===== config.mk =====
export PLATFORM = sky130hd
export DESIGN_NAME = usrt_cntr
export DESIGN_NICKNAME = d
export VERILOG_FILES = /design/src/rtl/usrt_cntr.sv
export SDC_FILE = /design/constraint.sdc
export NUM_CORES = 1
export LEC_CHECK = 0
export CAP_MARGIN = 20
export CORE_AREA = 2 2 43 45
export CTS_CLUSTER_DIAMETER = 150
export DETAILED_ROUTE_END_ITERATION = 7
export DIE_AREA = 0 0 45 47
export GPL_TIMING_DRIVEN = 0
export PLACE_DENSITY = 0.57
export REMOVE_ABC_BUFFERS = 1
export SETUP_SLACK_MARGIN = 0.5
export SLEW_MARGIN = 40
export SYNTH_ARGS = -nofsm -noshare
export SYNTH_HDL_FRONTEND = slang
export SYNTH_SLANG_ARGS = --single-unit

===== constraint.sdc =====
create_clock -name clk -period 4.5 [get_ports clk]
set_clock_uncertainty 0.2 [all_clocks]
set_input_delay 0.45 -clock clk [delete_from_list [all_inputs] [get_ports clk]]
set_output_delay 0.45 -clock clk [all_outputs]
set_load 0.01 [all_outputs]

===== src/rtl/usrt_cntr.sv =====
// Bit-slot counter for a USRT transmit framer: steps once per en_usrt rising
// edge through start, data, optional parity and stop slots, flagging the last.
module usrt_cntr #(
  parameter int unsigned DATA_BITS = 8,
  parameter int unsigned STOP_BITS = 1
) (
  input  logic       clk,
  input  logic       rst,
  input  logic       START,
  input  logic       par_en,
  input  logic       en_usrt,
  input  logic       RTS,
  output logic       max,
  output logic [5:0] cout
);

  typedef enum logic {IDLE, RUN} state_t;

  localparam logic [5:0] BASE_LAST = 6'(DATA_BITS + STOP_BITS);

  state_t     state_q, state_d;
  logic [5:0] cout_q, cout_d;
  logic       par_l_q, par_l_d;
  logic       en_q;
  logic       step;
  logic [5:0] last;

  assign step = en_usrt & ~en_q;
  assign last = BASE_LAST + {5'b0, par_l_q};

  always_ff @(posedge clk or negedge rst) begin
    if (!rst) begin
      state_q <= IDLE;
      cout_q  <= '0;
      par_l_q <= 1'b0;
      en_q    <= 1'b0;
    end else begin
      state_q <= state_d;
      cout_q  <= cout_d;
      par_l_q <= par_l_d;
      en_q    <= en_usrt;
    end
  end

  always_comb begin
    state_d = state_q;
    cout_d  = cout_q;
    par_l_d = par_l_q;
    unique case (state_q)
      IDLE: begin
        cout_d = '0;
        if (step && START && RTS) begin
          par_l_d = par_en;
          state_d = RUN;
        end
      end
      RUN: begin
        if (step) begin
          if (cout_q != last) begin
            cout_d = cout_q + 6'd1;
          end else begin
            // frame boundary: either chain straight into the next frame or stop
            cout_d = '0;
            if (START && RTS) par_l_d = par_en;
            else              state_d = IDLE;
          end
        end
      end
      default: state_d = IDLE;
    endcase
  end

  always_comb begin
    cout = cout_q;
    max  = 1'b0;
    if (state_q == RUN && cout_q == last) max = 1'b1;
  end

endmodule


Word level (Yosys, flattened, before mapping)
Index checks and enable logic that the tools add are counted.
Widths: inputs -> output; s select.
- flip-flop bits (word level): 9
- bits of input ports: 6
- output and inout port bits: 7
- word-level logic and storage cells: 34
- add/subtract/negate cells: 2
- eq/ne operators: 6
- mux-type cells: 14
- bitwise logic cells: 3
- reduce and logical (&&, ||, !) cells: 5
- operator list (cell ; number):
    $mux 6 ; 2
    $pmux 6 s2 ; 1
    $mux 1 ; 9
    $add 6x1->6 const B ; 1
    $eq 6x5->1 ; 1
    $ne 6x5->1 ; 1
    $add 4x1->5 const A ; 1
    $logic_and 1x1->1 ; 4
    $ne 2x1->1 const B ; 2
    $ne 2x2->1 const B ; 2
    $pmux 1 s2 ; 2
    $reduce_and 4->1 ; 1
    $not 1->1 ; 2
    $and 1x1->1 ; 1

Logic depth before layout (Yosys ltp)
- word-level depth: 6
- depth in mapped cells: 4
- depth with buffers taken out: 4

Worst setup path before layout
No wires, ideal clock.
- path type: reg-to-output
- from: register cout_q[4] (netlist: cout[4])
- to: output port max
- arrival: 1.065 ns
- data required time: 3.850 ns
- slack: 2.785 ns
- stages on the path, launching flop included: 4
- buffers on the path: 0
- cell sequence: dfrtp_1 > nor4b_4 > o21ai_2 > nor2_1
- word-level cells in the longest chain between the ends: 3
- ends and longest elaborated chain (element ; line ; text):
    from (decl) ; 22 ; logic [5:0] cout_q, cout_d;
    from (signal assigned) ; 39 ; cout_q <= cout_d;
    $eq 6x5->1 ; 76 ; if (state_q == RUN && cout_q == last) max = 1'b1;
    $logic_and 1x1->1 ; 76 ;
    $mux 1 ; 76 ;
    to (decl) ; 13 ; output logic max,
No other way between the ends.

Final worst setup path
- from: register cout_q[2] (netlist: cout[2])
- to: output port max
The elaborated chain is that of the path after synthesis.

==> metrics.cfg <==
[place]
placed_area_um2 = 601.8
place_ws_ns = 2.285
routabilityCongestion = 0.7178
place.port_buffers = 12
dp_hpwl_um = 729.1

[logic_synthesis]
ys_ff_latch = 9
synth_warnings = 0
synth-edff-count = 0
synth_adder_area_share_pct = 2.717
avgSynthCellArea_um2 = 10.71
syn_area_um2 = 460.4
synth-seq-area-share_pct = 48.91
yosysTopAreaCellShare_pct = 48.91
syn_inst = 43
synth-xor-area-share_pct = 7.609
async_reset_ff_share_pct = 100.0
yosys.area.top_type = dfrtp_1
synth_compound_area_share_pct = 15.49
synth_top_family_by_area = simple AND/OR/NAND/NOR gates
yosysMostFrequentCell = dfrtp_1
yosysUniqueCellTypes = 21
synth_commonest_cells = dfrtp_1, nor2_1, a21oi_1, nand2_1, nand3_1
synth_area_leaders = dfrtp_1, nor4b_4, nor2_1
synth_mux_area_share_pct = 2.446
synth_simple_gate_area_share_pct = 22.01
synth_top_flop_cell = dfrtp_1

[cts]
post_cts_resized = 0
clk_pin_slew_ns = 0.06
cts-root-buf = clkbuf_4
post_cts_buffers = 0
ctsHoldBuffers = 0
h-tree-depth = 1
tritoncts = done
cts_buffer_depth = 2
cts_buffers = 3
clock_latency_ns = 0.26
cts_sinks = 9

[detailed_routing]
drt_wl_total_um = 956
drc = 0
wl_per_cell_um = 12.58
firstDrtPassIters = 4
ant_nets = 0
via_count = 382
vias_per_cell = 5.026
first_iter_violations = 2

[timing]
worst_pin_slew_ns = 0.4081
max_freq_ghz = 0.3982
slew-limit-headroom_pct = 72.71
grt_setup_unrepaired = false
setup_violations = 0
fin_crit_ns = 2.511
fin_ws_ns = 1.989
fin_crit_sh_pct = 55.80
tns_ns = 0
maxSlewViolCount = 0
finalHoldViolCount = 0

[critical_path]
worstSetupStartpointType = flop
cpPeakStageDelay_ns = 0.55
critical_path.cell_chain = nor4b_4 -> o21ai_2 -> nor2_1 -> clkdlybuf4s50_1
cp_max_fo = 5
critPathKind = reg2out
cp.arrival_ns = 1.86
critical_path.slowest_cell = clkdlybuf4s50_1
cp_data_required_time_ns = 3.85
end_kind = output pin

[flow_run]
max_cap_violations = 0

[global_route]
grt_pass1_wl_um = 1600
grt-ovfl-total = 0
antenna_found_initial = 0
track_usage_pct = 11.04
grt_max_degree = 10
grt_pass1_vias = 359

[final_layout]
fillers = 181
diodes = 0
final_layout_size_suffix_gt1_share_pct = 11.86
fin_area_um2 = 628.1
layout.nets = 67
syn_to_final_growth_pct = 36.41

[die]
die_x_um = 45
die_h_um = 47
ios = 13
start_util_pct = 27.88
rows = 15
dieArea_um2 = 2115
core_um2 = 1652

[pwr]
powerDensity_nw_per_um2 = 424.4
p_leak_nw = 0.2570
ir_drop_uv = 148.6

[status]
outcome = complete, no violations

[min_path]
hp-class = in2async

==> sequential cells by signal, indices dropped and copies added (netlist names) <==
signal   cells
cout         6
en_q         1
par_l_q      1
state_q      1
==> routing by layer <==
layer	up-vias	routed length (µm)	share of wire, %	GRT usage (%)
li1	187	-	-	-
met1	182	415	43	14.01
met2	9	476	50	16.29
met3	4	45	4.7	3.462
met4	0	19	2.0	7.059
met5	-	0	0	0
==> where the power goes <==
part | internal, mW | leakage [nW] | switching, mW
combinational | 0.0453 | 0.128 | 0.0319
sequential | 0.0978 | 0.114 | 0.0280
clock | 0.0342 | 0.0150 | 0.0293
==> final cells by class <==
cell class,count,area [µm²],share of cell area [%]
multi-input cells,33,231.5,36.85
flip-flops and latches,9,225.2,35.86
repair buffers,12,120.1,19.12
clock buffers,4,26.28,4.183
well taps,17,21.27,3.386
inverters,1,3.754,0.5976
==> stage by stage <==
step                      cells  util, %  hold WS (ns)  total power, mW
final                        76    38.03        0.2783           0.2665
after global routing         76    38.03        0.3219           0.2867
after CTS                    76    38.03        0.3002           0.2709
after detailed placement     72    36.44        0.3314           0.2056
after global placement       72    36.44        0.3299           0.2047
after floorplan              43        -      -0.04559           0.1618
==> worst max-delay path, delay by kind of cell (launching register included) <==
kind | cells | cell delay [ns]
buffers and inverters | 1 | 0.55
DFF | 1 | 0.46
and+or+nand+nor | 2 | 0.45
AOI/OAI and AO/OA | 1 | 0.15
==> final timing paths <==
kind	start	endpoint	slack, ns	cells past startpoint
worst max-delay path	cout[2]	max	1.99	4
worst min-delay path	rst	cout[5]	0.28	1
worst max register to register	cout[2]	par_l_q	2.77	4
worst min register to register	par_l_q	par_l_q	0.34	1
max in group asynchronous	rst	cout[1]	3.53	1
min in group clk	par_l_q	par_l_q	0.34	1
==> cell families (layout without fill, tap and decap cells) <==
| family | count (synthesis) | count (layout) |
|---|---|---|
| muxes | 1 | 1 |
| adders and majority gates | 1 | 1 |
| xor gates and xnor gates | 4 | 4 |
| DFF | 9 | 9 |
| buffers and inverters | 1 | 17 |
| AOI/OAI and AO/OA | 10 | 10 |
| and+or+nand+nor | 17 | 17 |
==> cells in the final DEF, fill, tap and decap left out, types with 2 or more instances in the layout <==
cell type and count:
o21ai_2 2, a21oi_1 3, dfrtp_1 9, xnor2_1 2, nor2_1 6, nand3_1 3, clkbuf_4 3, nand2_1 3
xor2_1 2, clkdlybuf4s50_1 12
No activity file was read; power rests on OpenSTA's default activity.
